### src/rtl/bcdbin_if.sv
// Handshake bundle between the command parser (master) and the BCD-to-binary
// converter (slave).
interface bcdbin_if #(
  parameter int DIGITS = 3,
  parameter int BIN_W  = 10
);
  logic                  start;
  logic [4*DIGITS-1:0]   bcd;
  logic                  busy;
  logic                  done;
  logic [BIN_W-1:0]      bin;
  logic                  err;

  modport master (
    output start, bcd,
    input  busy, done, bin, err
  );

  modport slave (
    input  start, bcd,
    output busy, done, bin, err
  );
endinterface

### src/rtl/bcdbin_seq.sv
// Sequential BCD-to-binary converter using reverse double-dabble, one result
// bit per clock; constant latency of BIN_W clocks from accepted start to done.
//
// state | meaning
// IDLE  | waiting for start; outputs hold the last result
// SHIFT | shifting one bit per clock, BIN_W iterations, then pulse done
module bcdbin_seq #(
  parameter int DIGITS = 3,
  parameter int BIN_W  = 10
) (
  input  logic     clk,
  input  logic     rst,
  bcdbin_if.slave  bus
);
  localparam int BCD_W  = 4 * DIGITS;
  localparam int WORK_W = BCD_W + BIN_W;
  localparam int CNT_W  = $clog2(BIN_W + 1);

  typedef enum logic {
    IDLE,
    SHIFT
  } state_t;

  state_t             state;
  logic [WORK_W-1:0]  work;
  logic [WORK_W-1:0]  work_nxt;
  logic [CNT_W-1:0]   cnt;
  logic               err_i;
  logic               bcd_bad;
  logic               last_iter;

  logic               busy_q;
  logic               done_q;
  logic [BIN_W-1:0]   bin_q;
  logic               err_q;

  always_comb begin
    bcd_bad = 1'b0;
    for (int d = 0; d < DIGITS; d++) begin
      if (bus.bcd[4*d +: 4] > 4'd9) bcd_bad = 1'b1;
    end
  end

  // After halving, a digit that picked up 8 from its odd upper neighbour
  // should have gained 5 instead, so pull it back by 3.
  always_comb begin
    work_nxt = work >> 1;
    for (int d = 0; d < DIGITS; d++) begin
      if (work_nxt[BIN_W + 4*d +: 4] >= 4'd8) begin
        work_nxt[BIN_W + 4*d +: 4] = work_nxt[BIN_W + 4*d +: 4] - 4'd3;
      end
    end
  end

  assign last_iter = (cnt == CNT_W'(BIN_W - 1));

  always_ff @(posedge clk) begin
    if (rst) begin
      state  <= IDLE;
      work   <= '0;
      cnt    <= '0;
      err_i  <= 1'b0;
      busy_q <= 1'b0;
      done_q <= 1'b0;
      bin_q  <= '0;
      err_q  <= 1'b0;
    end else begin
      done_q <= 1'b0;
      case (state)
        IDLE: begin
          if (bus.start) begin
            work   <= {bus.bcd, {BIN_W{1'b0}}};
            err_i  <= bcd_bad;
            cnt    <= '0;
            busy_q <= 1'b1;
            state  <= SHIFT;
          end
        end
        SHIFT: begin
          work <= work_nxt;
          cnt  <= cnt + CNT_W'(1);
          if (last_iter) begin
            bin_q  <= err_i ? '0 : work_nxt[BIN_W-1:0];
            err_q  <= err_i;
            done_q <= 1'b1;
            busy_q <= 1'b0;
            state  <= IDLE;
          end
        end
        default: state <= IDLE;
      endcase
    end
  end

  assign bus.busy = busy_q;
  assign bus.done = done_q;
  assign bus.bin  = bin_q;
  assign bus.err  = err_q;
endmodule
### src/flat_wrapper.sv
// flat-port wrapper written by rule: the top's interface ports become plain ports
module bcdbin_seq_flat 
#(
  parameter int DIGITS = 3,
  parameter int BIN_W  = 10
)
  (clk, rst, bus_start, bus_bcd, bus_busy, bus_done, bus_bin, bus_err);
  bcdbin_if #(.DIGITS(DIGITS), .BIN_W(BIN_W)) bus_i ();
  input  logic clk;
  input  logic rst;
  input wire logic [$bits(bus_i.start)-1:0] bus_start;
  input wire logic [$bits(bus_i.bcd)-1:0] bus_bcd;
  output wire logic [$bits(bus_i.busy)-1:0] bus_busy;
  output wire logic [$bits(bus_i.done)-1:0] bus_done;
  output wire logic [$bits(bus_i.bin)-1:0] bus_bin;
  output wire logic [$bits(bus_i.err)-1:0] bus_err;
  assign bus_i.start = bus_start;
  assign bus_i.bcd = bus_bcd;
  assign bus_busy = bus_i.busy;
  assign bus_done = bus_i.done;
  assign bus_bin = bus_i.bin;
  assign bus_err = bus_i.err;
  bcdbin_seq #(.DIGITS(DIGITS), .BIN_W(BIN_W)) u_core (.clk(clk), .rst(rst), .bus(bus_i));
endmodule
### config.mk
export PLATFORM = sky130hd
export DESIGN_NAME = bcdbin_seq_flat
export DESIGN_NICKNAME = d
export VERILOG_FILES = /design/src/rtl/bcdbin_if.sv /design/src/rtl/bcdbin_seq.sv /design/src/flat_wrapper.sv
export SDC_FILE = /design/constraint.sdc
export NUM_CORES = 1
export LEC_CHECK = 0
export BUFFER_PORTS_ARGS = -buffer_cell sky130_fd_sc_hd__buf_2
export CAP_MARGIN = 10
export CORE_ASPECT_RATIO = 0.8
export CORE_MARGIN = 4
export CORE_UTILIZATION = 55
export CTS_BUF_LIST = sky130_fd_sc_hd__clkbuf_2
export DETAILED_ROUTE_END_ITERATION = 10
export PLACE_DENSITY_LB_ADDON = 0.05
export SYNTH_ARGS = -nofsm -noshare
export SYNTH_HDL_FRONTEND = slang
export SYNTH_SLANG_ARGS = --single-unit
### constraint.sdc
create_clock -name clk -period 2.4 [get_ports clk]
set_input_delay 0 -clock clk [delete_from_list [all_inputs] [get_ports clk]]
set_output_delay 0 -clock clk [all_outputs]
set_load 0.01 [all_outputs]
Word-level counts from Yosys, hierarchy flattened
Cells that the tools add are included.
Word-level totals
  register bits after elaboration: 41
  bits of input ports: 15
  output and inout port bits: 13
Cells by class
  add/sub/neg operators: 4
  magnitude comparators: 6
  eq/ne operators: 3
  mux-type cells: 18
  bitwise operators: 1
  reduce and logical (&&, ||, !) cells: 4
Operators by type and width (number)
  one-hot mux 22 bit (2 select lines): 1
  two-way mux 22 bit: 1
  two-way mux 4 bit: 4
  greater-than comparator 4 bit (second input constant): 3
  two-way mux 10 bit: 1
  greater-or-equal comparator 4 bit (second input constant): 2
  two-way mux 1 bit: 8
  one-hot mux 4 bit (2 select lines): 1
  subtractor 4 x 2 -> 4 bit (second input constant): 2
  AND reduction 2 bit: 3
  adder 4 x 1 -> 4 bit (second input constant): 1
  equality test 4 bit (second input constant): 1
  greater-or-equal comparator 3 x 4 -> 1 bit (second input constant): 1
  != test 2 bit (second input constant): 2
  one-hot mux 1 bit (2 select lines): 2
  subtractor 3 x 2 -> 4 bit (second input constant): 1
  OR reduction 2 bit: 1
  NOT 1 bit: 1

Depth between registers and ports, before layout
Gate-level depths: netlist of run 1.
  word-level depth: 4
  depth in mapped cells: 6
  mapped depth without buffers: 5

Worst setup path before layout of run 1
No wires, ideal clock.
  kind: register to register
  from: reg u_core.cnt[0]
  to: reg u_core.bin_q[1] (netlist: u_core.bus.bin[1])
  setup time: 0.117 ns
  arrival time: 1.180 ns
  required time: 2.283 ns
  slack: 1.104 ns
  stages on the path, launching flop included: 6
  buffers on the path: 1
  cells stage by stage: dfxtp_1 > ha_1 > nand4b_4 > nor2b_4 > buf_6 > a22o_1
Between the ends
  cells in the longest elaborated chain, start to end: 2
RTL lines
  start: declaration: line bcdbin_seq.sv:27  | logic [CNT_W-1:0] cnt;
  start signal: assignment: line bcdbin_seq.sv:81  | cnt <= cnt + CNT_W'(1);
  equality test 4 bit: line bcdbin_seq.sv:55  | assign last_iter = (cnt == CNT_W'(BIN_W - 1));
  AND reduction 2 bit (no line)
  end signal: assignment: line bcdbin_seq.sv:83  | bin_q <= err_i ? '0 : work_nxt[BIN_W-1:0];
  end: declaration: line bcdbin_seq.sv:34  | logic [BIN_W-1:0] bin_q;
No other way between the ends.
A chain may end at the register's enable or synchronous reset.

Final worst setup path of run 1
  from: reg u_core.cnt[0]
  to: reg u_core.bin_q[4] (netlist: u_core.bus.bin[4])
Same word-level chain as after synthesis.

==> impl_metrics.tcl, run 1 <==
set metrics [dict create \
    status "finished, final reports clean" \
    setup_viol 0 \
    die_height_um 58.66 \
    clk_latency_ns 0.39 \
    vias_per_cell 5.446 \
    yosysWarnings 0 \
    crit_arrival_ns 1.73 \
    wire_per_inst_um 13.80 \
    syn-cell-area_um2 1764 \
    synth_cell_types 32 \
    area_growth_pct 16.10 \
    p_total_uw 1241 \
    drt_iter0_markers 114 \
    min_from "bus_bcd[3]" \
    cellInternalPower_uw 926.2 \
    grt_setup_unrepaired "false" \
    syn_inst 176 \
    ioPinCount 28 \
    p_comb_frac 0.114 \
    min_delay_path_depth 4 \
    clockBufferDepth 2 \
    p_clk_frac 0.314 \
    cts_root_buf "clkbuf_2" \
    diodes 0 \
    via_count 1367 \
    synth-seq-cells 40 \
    cp-start-kind "flop" \
    reg2reg_slack_ns 1.03 \
    p_per_area_nw_per_um2 606.0 \
    cts-resized-gates 0 \
    cts_tree "done" \
    antenna_found_initial 0 \
    initial_core_util 0.5718 \
    drc 0 \
    holdWs_ns 0.02265 \
    endpoint_kind "flop" \
    drtPass1Iterations 4 \
    path_cells "ha_1 -> nand4b_4 -> nor3_4 -> a22o_1" \
    cts_buffers 5 \
    synth.yosys.seq_area_share 0.4539 \
    nets 231 \
    placed_cell_area_um2 1886 \
    worstSetupPathType "flop to flop" \
    die_area_um2 4183 \
    p_seq_frac 0.572 \
    hold_path_end "u_core.work[13]$_SDFFE_PP0P_" \
    coreArea_um2 3085 \
    finalMaxSlewViolations 0 \
    setup_tns_ns 0 \
    swShare 0.2538 \
    finalCritPeriodShare 0.5725 \
    r2r_start "u_core.cnt[0]$_SDFFE_PP0P_" \
    die_width_um 71.32 \
    grt.overflow.total 0 \
    gp_congestion 0.7199 \
    wirelength_mm 3.464 \
    crit_slowest_cell "dfxtp_1" \
    hold_path.class "input pin to flop" \
    relSlewSlack 0.5965 \
    path_clk_slew_ns 0.19 \
    htree_levels 2 \
    grt_max_degree 31 \
    period_minus_slack_ns 1.374 \
    drive_gt1_frac 0.1943 \
    r2r_end "u_core.bus.bin[4]$_SDFFE_PP0P_" \
    io_buffers 27 \
    rows 18 \
    synth_area_leaders "dfxtp_1 (45%), a22o_1 (5.5%), mux2i_1 (5.1%)" \
    grt.total_usage 0.1859 \
    peakVddDrop_mv 0.3832 \
    critPathRequiredTime_ns 2.75 \
    multi_input_area_um2 865.8 \
    stdcell_area_um2 2048 \
    synth_top_area_frac 0.4539 \
    max_cap_violations 0 \
    cp_slowest_stage_delay_ns 0.44 \
    path_max_fanout 10 \
    ant_nets 0 \
    p_sw_uw 315.0 \
    fillCellCount 263 \
    register_area_um2 800.8 \
    grt_pass1_vias 1366 \
    hpwl_mm 2.328 \
    synth_nets 197 \
    reg2reg_depth 4 \
    worst_pin_slew_ns 0.6052 \
    fin_util 0.6638 \
    cts.sinks 40 \
    fmax_mhz 727.7 \
    grt_pass1_wl_mm 6.154 \
    hold_viol 0 \
    synth_area_leader_cell "dfxtp_1" \
    finClkSkew_ns 0.005039 \
    synth.avg_cell_area_um2 10.02 \
    p_leak_uw 0.0008575 \
]
-- metrics by stage --
stage          setup WS [ns]  instances
2_1_floorplan          1.104        176
3_3_place_gp           1.108        233
3_5_place_dp           1.050        233
4_1_cts                1.010        250
5_1_grt               0.8953        251
6_report               1.026        251
-- registers in the layout, indices dropped and copies added, names as in the netlist --
signal and cells:
u_core.bus.done 1, u_core.cnt 4, u_core.bus.busy 1, u_core.bus.bin 10, u_core.err_i 1, u_core.work 21, u_core.bus.err 1, u_core.state 1
-- power by group through the flow --
stage          sequential [µW]  clock [µW]  combinational (µW)
2_1_floorplan              719           0                 105
3_3_place_gp               723           0                 122
3_5_place_dp               724           0                 130
4_1_cts                    710         396                 141
5_1_grt                    715         425                 161
6_report                   710         390                 141
-- cell usage after synthesis (all sizes together) --
cell type,count
mux2,3
o21a,1
inv,5
and2b,1
ha,6
nand4b,1
nand3b,1
o21ai,4
and4,1
nor3,3
nor3b,9
a211oi,12
o31a,1
o22a,2
dfxtp,40
a21oi,12
nand2,3
nand2b,1
nand3,2
clkbuf,1
buf,11
xnor2,4
a22o,11
a31oi,1
nor2b,11
mux2i,9
or3b,1
nor2,19
-- cells by family after synthesis --
| logic type | synth area share |
|---|---|
| simple gates | 0.1844 |
| compound gates | 0.1738 |
| flops | 0.4539 |
| buf+inv | 0.05532 |
| mux | 0.07021 |
| fa+ha+maj | 0.04255 |
| xor+xnor | 0.01986 |
-- critical path, delay by kind of cell (launching register included) --
kind / cells / cell delay [ns]
flops: 1 / 0.44
simple gates: 2 / 0.48
compound gates: 1 / 0.20
fa+ha+maj: 1 / 0.22
-- cell type report --
| type | instances | share of cell area |
|---|---|---|
| Timing Repair Buffer | 39 | 0.1222 |
| Clock buffer | 5 | 0.01222 |
| Clock inverter | 3 | 0.01833 |
| Sequential cell | 40 | 0.3910 |
| Tap cell | 40 | 0.02443 |
| Inverter | 5 | 0.009163 |
| Multi-Input combinational cell | 119 | 0.4227 |
-- routing by layer --
layer	GRT usage	share of wire	vias to the layer above
met5	0	0	-
met4	0.08579	0.020	0
met3	0.04266	0.048	10
met2	0.3010	0.46	30
met1	0.2370	0.47	640
li1	-	-	687
-- how the worst max path moves through the flow --
stage / to / from / slack (ns) / cells after the start
after detailed placement: u_core.bus.bin[4]$_SDFFE_PP0P_ / u_core.cnt[0]$_SDFFE_PP0P_ / 1.05 / 4
after CTS: u_core.bus.bin[4]$_SDFFE_PP0P_ / u_core.cnt[0]$_SDFFE_PP0P_ / 1.01 / 4
final: u_core.bus.bin[4]$_SDFFE_PP0P_ / u_core.cnt[0]$_SDFFE_PP0P_ / 1.03 / 4
after floorplan: u_core.bus.bin[1]$_SDFFE_PP0P_ / u_core.cnt[0]$_SDFFE_PP0P_ / 1.10 / 5
after global routing: u_core.bus.bin[4]$_SDFFE_PP0P_ / u_core.cnt[0]$_SDFFE_PP0P_ / 0.90 / 4
after global placement: u_core.err_i$_SDFFE_PP0P_ / u_core.state$_SDFF_PP0_ / 1.11 / 4
-- what timing repair did --
item                                    in CTS  in global routing
endpoints found under the setup margin       0                  0
endpoints found under the hold margin        9                  1
hold buffers                                 9                  1
setup buffers                                0                  0
-- cell usage in the layout (no fill, tap or decap), types with 3 or more instances in the layout --
cell type,n
xnor2_1,4
mux2_2,3
nor2b_1,10
nor2_1,19
a22o_1,11
o21ai_0,4
buf_2,27
nand2_1,3
a21oi_1,12
nor3b_1,9
inv_1,5
mux2i_1,9
ha_1,6
dlygate4sd3_1,10
dfxtp_1,40
clkbuf_2,5
a211oi_1,12
Note: power is estimated with default switching activity, not from simulation.
==> run 2, diff against run 1 <==
- ABC_AREA: unset -> 1
- clock period: 2.4 -> 1.4 ns (I/O delays scaled with it)
==> run 2 against run 1 <==
- via count rose by 22%
- flip-flop and latch count is the same
- global-route usage grew 1.5 points
- clock skew up 0.015 ns
- sequential share of layout area shrank 3.4 points
- critical endpoint is now u_core.err_i$_SDFFE_PP0P_
- register-to-register slack worse by 0.92 ns
- highest routed layer unchanged
==> impl_metrics.tcl, run 2 <==
set metrics [dict create \
    status "finished, final reports clean" \
    io_buffers 27 \
    synth.most_common_cell "nand2_1" \
    worst_pin_slew_ns 0.5315 \
    setup_viol 0 \
    synth.yosys.seq_area_share 0.4336 \
    gp_congestion 0.7693 \
    die_height_um 59.83 \
    largest_register "u_core.work" \
    cpLargestDelayFamily "buffers and inverters" \
    drc 0 \
    largest_reg_flops 21 \
    use_met1 0.2838 \
    cts_tree "done" \
    max_cap_violations 0 \
    synth_area_leaders "dfxtp_1 (43%), nand2_1 (20%), nand3_1 (6.5%)" \
    clk_latency_ns 0.39 \
    cts_buffers 5 \
    synth_ff_type "dfxtp_1" \
    antenna_found_initial 0 \
    crit_arrival_ns 1.60 \
    period_minus_slack_ns 1.298 \
    drtPass1Iterations 4 \
    finClkSkew_ns 0.01962 \
    fmax_mhz 770.2 \
    cts_root_buf "clkbuf_2" \
    grt_pass1_wl_mm 6.824 \
    drt_iter0_markers 121 \
    path_cells "dlygate4sd3_1 -> buf_2 -> o21ai_0 -> nand2_1 -> dlygate4sd3_1 -> nor2_1 -> nor2_1" \
    drive_gt1_frac 0.1420 \
    synth-seq-cells 40 \
    register_area_um2 802.0 \
    synth_top_area_frac 0.4336 \
    htree_levels 2 \
    critPathRequiredTime_ns 1.70 \
    worstSetupPathType "input pin to flop" \
    cp-start-kind "input pin" \
    finalCritPeriodShare 0.9274 \
    synth_cell_types 17 \
    synth_xor_xnor_area_share 0 \
    vias_per_cell 4.664 \
    grt.overflow.total 0 \
    via_count 1665 \
    final_common_cell "nand2_1" \
    crit_slowest_cell "dlygate4sd3_1" \
    relSlewSlack 0.6449 \
    crit_buf_inv 3 \
    layout_common_cells "nand2_1 (97), dfxtp_1 (39), inv_1 (31)" \
    cts.sinks 40 \
    synth_area_leader_cell "dfxtp_1" \
    yosysWarnings 0 \
    fillCellCount 302 \
    synth_mux_area_frac 0 \
    synth_common_cells "nand2_1 (97), dfxtp_1 (40), inv_1 (31), nor2_1 (30), nand3_1 (24)" \
    clockBufferDepth 2 \
    hold_path.class "input pin to flop" \
    p_leak_uw 0.001051 \
    die_area_um2 4355 \
    synth.avg_cell_area_um2 6.740 \
    grt_pass1_vias 1504 \
    cp_slowest_stage_delay_ns 0.56 \
    synth_nets 295 \
    use_met3 0.04874 \
    multi_input_area_um2 875.8 \
    path_clk_slew_ns 0.19 \
    ant_nets 0 \
    synthAdderAreaFrac 0.04065 \
    p_total_uw 2118 \
    endpoint_kind "flop" \
    peakVddDrop_mv 0.6797 \
    wire_per_inst_um 10.97 \
    syn_inst 274 \
    area_growth_pct 21.68 \
    rows 18 \
    syn-cell-area_um2 1847 \
    fin_util 0.7127 \
    synth_edf_count 0 \
    path_max_fanout 2 \
    p_per_area_nw_per_um2 942.4 \
    grt_setup_unrepaired "false" \
    hold_viol 0 \
    nets 337 \
    yosys.area_share.simple 0.3550 \
    synth_compound_area_frac 0.07046 \
    wirelength_mm 3.916 \
    finalMaxSlewViolations 0 \
    async_flop_share 0 \
    grt_max_degree 24 \
    ioPinCount 28 \
    synth_top_family_by_area "simple AND/OR/NAND/NOR gates" \
    die_width_um 72.79 \
    coreArea_um2 3153 \
    initial_core_util 0.5857 \
    busiest_layer "met2" \
    gr-usage-met2 0.3046 \
    hpwl_mm 2.563 \
    grt.total_usage 0.2005 \
    diodes 0 \
]
==> run 2: cell count changes after synthesis, sizes merged, moves of 4 or more <==
cell / change
nand2: +94
inv: +27
nand3: +22
nor2: +14
a211oi: -12
a22o: -11
nor2b: -11
mux2i: -9
nor3b: -8
a21oi: +6
o21ai: +4
xnor2: -4
==> run 2: power by group <==
part | internal (µW) | leakage [µW] | switching, µW | total (µW)
combinational | 103 | 0.000688 | 139 | 242
sequential | 1170 | 0.000325 | 39.4 | 1210
clock | 291 | 0.0000380 | 371 | 663
==> run 2: layout make-up <==
cell class                      count  share of cell area
Multi-Input combinational cell    190              0.3898
Sequential cell                    40              0.3569
Timing Repair Buffer               47              0.1498
Inverter                           32             0.05345
Tap cell                           40             0.02227
Clock inverter                      3             0.01670
Clock buffer                        5             0.01114
==> run 2: final timing paths <==
kind / from / endpoint / slack (ns) / cells past startpoint
hold reg to reg: u_core.work[5]$_SDFFE_PP0P_ / u_core.work[4]$_SDFFE_PP0P_ / 0.47 / 2
setup / recovery: bus_bcd[2] / u_core.err_i$_SDFFE_PP0P_ / 0.10 / 7
hold / removal: bus_start / u_core.work[10]$_SDFFE_PP0P_ / 0.03 / 5
setup reg to reg: u_core.state$_SDFF_PP0_ / u_core.cnt[3]$_SDFFE_PP0P_ / 0.11 / 5
==> run 2: worst register-to-register path, cell delays in order, from the launching register on <==
cell	delay [ns]
dfxtp_2	0.40
buf_6	0.18
buf_4	0.22
nand2_1	0.08
nor3_1	0.21
o21ai_0	0.13
==> run 2: per-stage QoR <==
stage	instances	setup WS (ns)	cell area [µm²]	setup TNS, ns	hold slack (ns)
after floorplan	274	0.3033	1847	0	0.1429
after detailed placement	335	-0.02691	2024	-0.07433	0.2722
after global routing	357	0.01697	2247	0	0.01859
after CTS	357	0.04729	2232	0	0.01384
after global placement	335	0.005574	2024	0	0.2693
final	357	0.1017	2247	0	0.03077
==> run 2: logic make-up (layout without fill, tap and decap cells) <==
family / Yosys count / count (layout)
AO/OA/AOI/OAI: 26 / 26
flip-flops: 40 / 40
adder cells (fa/ha/maj): 6 / 6
buffers and inverters: 44 / 87
AND/OR/NAND/NOR: 158 / 158
==> run 2: routing by layer <==
layer,up-vias,routed length (µm)
met4,0,34
li1,917,-
met1,723,2081
met5,-,0
met2,21,1680
met3,4,119
==> run 2: repair_timing <==
action | 4_1_cts | 5_1_grt
hold buffers | 14 | 0
endpoints found under the setup margin | 14 | 20
endpoints found under the hold margin | 15 | 0
setup buffers | 0 | 0
cloned | 0 | 0
resized for setup | 1 | 4
==> run 3, diff against run 2 <==
- CORE_MARGIN: 4 -> 2
==> run 3 against run 2 <==
- non-clock buffer count rose by 3
- power rose by 3.3%
- clock skew rose by 0.0059 ns
- register-to-register slack improved by 0.03 ns
- via count rose by 3.5%
- hold slack improved by 0.36 ns
- first-iteration DRC count fell by 24%
- utilization rose by 0.44 points
- die area fell by 12%
- critical path type is now flop to flop
- critical endpoint is now u_core.bus.bin[9]$_SDFFE_PP0P_
==> impl_metrics.tcl, run 3 (same netlist as run 2, synthesis figures left out) <==
set metrics [dict create \
    grt.total_usage 0.2394 \
    cts_tree "done" \
    wire_per_inst_um 10.97 \
    antenna_found_initial 0 \
    worstSetupPathType "flop to flop" \
    critPathRequiredTime_ns 1.77 \
    swShare 0.2723 \
    cts_root_buf "clkbuf_2" \
    largest_register "u_core.work" \
    coreArea_um2 3153 \
    nets 340 \
    max_cap_violations 0 \
    ctsHoldBuffers 15 \
    crit_slowest_cell "dfxtp_1" \
    diodes 0 \
    die_height_um 55.83 \
    cts_buffers 5 \
    pre_cts_slack_ns 0.1581 \
    drive_gt1_frac 0.1500 \
    vias_per_cell 4.789 \
    die_area_um2 3840 \
    worst_pin_slew_ns 0.4379 \
    status "finished, final reports clean" \
    crit_buf_inv 1 \
    p_per_area_nw_per_um2 967.9 \
    p_seq_frac 0.554 \
    crit_path_start "u_core.cnt[0]$_SDFFE_PP0P_" \
    final_common_cell "nand2_1" \
    path_cells "ha_1 -> nand4_4 -> nor2_2 -> buf_4 -> nand2_1 -> nand2_1" \
    fillCellCount 270 \
    min_from "bus_bcd[11]" \
    initial_core_util 0.5857 \
    holdWs_ns 0.3888 \
    p_comb_frac 0.115 \
    register_area_um2 800.8 \
    p_sw_uw 595.9 \
    finClkSkew_ns 0.02552 \
    drc 0 \
    p_leak_uw 0.001065 \
    hold_path.class "input pin to flop" \
    cp_slowest_stage_delay_ns 0.43 \
    ant_nets 0 \
    grt_pass1_vias 1634 \
    crit_arrival_ns 1.62 \
    layout_common_cells "nand2_1 (97), dfxtp_1 (40), inv_1 (31)" \
    grt_setup_unrepaired "false" \
    cp-start-kind "flop" \
    grt.overflow.total 0 \
    p_clk_frac 0.331 \
    wl_met1_mm 2.059 \
    endpoint_kind "flop" \
    grt_pass1_wl_mm 7.038 \
    gp_congestion 0.7307 \
    finalMaxSlewViolations 0 \
    relSlewSlack 0.7078 \
    highest-signal-layer "met4" \
    cts-resized-gates 0 \
    fmax_mhz 795.6 \
    clk_latency_ns 0.42 \
    peakVddDrop_mv 0.6866 \
    htree_levels 2 \
    grt_max_degree 23 \
    cellInternalPower_uw 1593 \
    io_buffers 27 \
    reg2reg_depth 6 \
    setup_tns_ns 0 \
    largest_reg_flops 21 \
    clockBufferDepth 2 \
    cp_common_cell "nand2_1" \
    cts_setup_buffers 0 \
    layout_setup_ws_ns 0.1431 \
    finalCritPeriodShare 0.8978 \
    path_clk_slew_ns 0.21 \
    met3_length_um 152 \
    hold_path_end "u_core.work[21]$_SDFFE_PP0P_" \
    cpLargestDelayFamily "flip-flops" \
    ioPinCount 28 \
    area_growth_pct 22.43 \
    drtPass1Iterations 4 \
    period_minus_slack_ns 1.257 \
    die_width_um 68.79 \
    wirelength_mm 3.948 \
    drt_iter0_markers 92 \
    rows 18 \
    min_delay_path_depth 4 \
    via_count 1724 \
    setup_viol 0 \
    reg2reg_slack_ns 0.14 \
    multi_input_area_um2 860.8 \
    r2r_end "u_core.bus.bin[9]$_SDFFE_PP0P_" \
    hpwl_mm 2.631 \
    r2r_start "u_core.cnt[0]$_SDFFE_PP0P_" \
    cts.sinks 40 \
    hold_viol 0 \
    fin_util 0.7171 \
    routed-wl-met2_mm 1.682 \
    path_max_fanout 12 \
]
## run 3: cell count changes in the layout (fill, tap and decap cells not counted)
cell | previous run | this run
dlygate4sd3_1 | 14 | 15
dfxtp_1 | 39 | 40
clkinv_1 | 2 | 0
buf_4 | 4 | 7
buf_6 | 1 | 0
clkinvlp_4 | 0 | 1
nor2_2 | 0 | 3
dfxtp_2 | 1 | 0
inv_6 | 0 | 1
nor2_4 | 3 | 0
## run 3: worst max-delay path by stage
stage	to	depth (start not counted)	slack, ns
4_1_cts	u_core.bus.bin[9]$_SDFFE_PP0P_	6	0.14
2_1_floorplan	u_core.bus.err$_SDFFE_PP0P_	6	0.30
3_3_place_gp	u_core.bus.err$_SDFFE_PP0P_	6	0.19
3_5_place_dp	u_core.bus.err$_SDFFE_PP0P_	6	0.16
5_1_grt	u_core.bus.bin[1]$_SDFFE_PP0P_	6	0.004
6_report	u_core.bus.bin[9]$_SDFFE_PP0P_	6	0.14
## run 3: power by group through the flow
stage / Sequential [µW] / Clock, µW / Combinational, µW
2_1_floorplan: 1220 / 0 / 151
3_3_place_gp: 1230 / 0 / 213
3_5_place_dp: 1230 / 0 / 215
4_1_cts: 1210 / 731 / 249
5_1_grt: 1220 / 775 / 289
6_report: 1210 / 725 / 251
## run 3: through the flow
step,instances,total power [µW],cell area [µm²]
finish,360,2188,2261
floorplan,274,1371,1847
detailed placement,337,1450,2039
global route,360,2284,2261
CTS,360,2192,2261
global placement,337,1447,2039
## run 3: layer usage
metal	GRT usage	vias to the layer above
li1	-	930
met1	0.3312	750
met2	0.3613	36
met3	0.05668	8
met4	0.08403	0
met5	0	-
## run 3: worst reg2reg max path, delay by kind of cell, from the launching register on
| family | cells | cell delay (ns) |
|---|---|---|
| adders and majority gates | 1 | 0.23 |
| buffers and inverters | 1 | 0.18 |
| DFF | 1 | 0.43 |
| and+or+nand+nor | 4 | 0.40 |
## run 3: cell type report
type / instances / area share
clock buffers: 5 / 0.01107
clock inverters: 3 / 0.02048
multi-input cells: 190 / 0.3807
repair buffers: 50 / 0.1583
well taps: 40 / 0.02214
flip-flops and latches: 40 / 0.3542
inverters: 32 / 0.05313
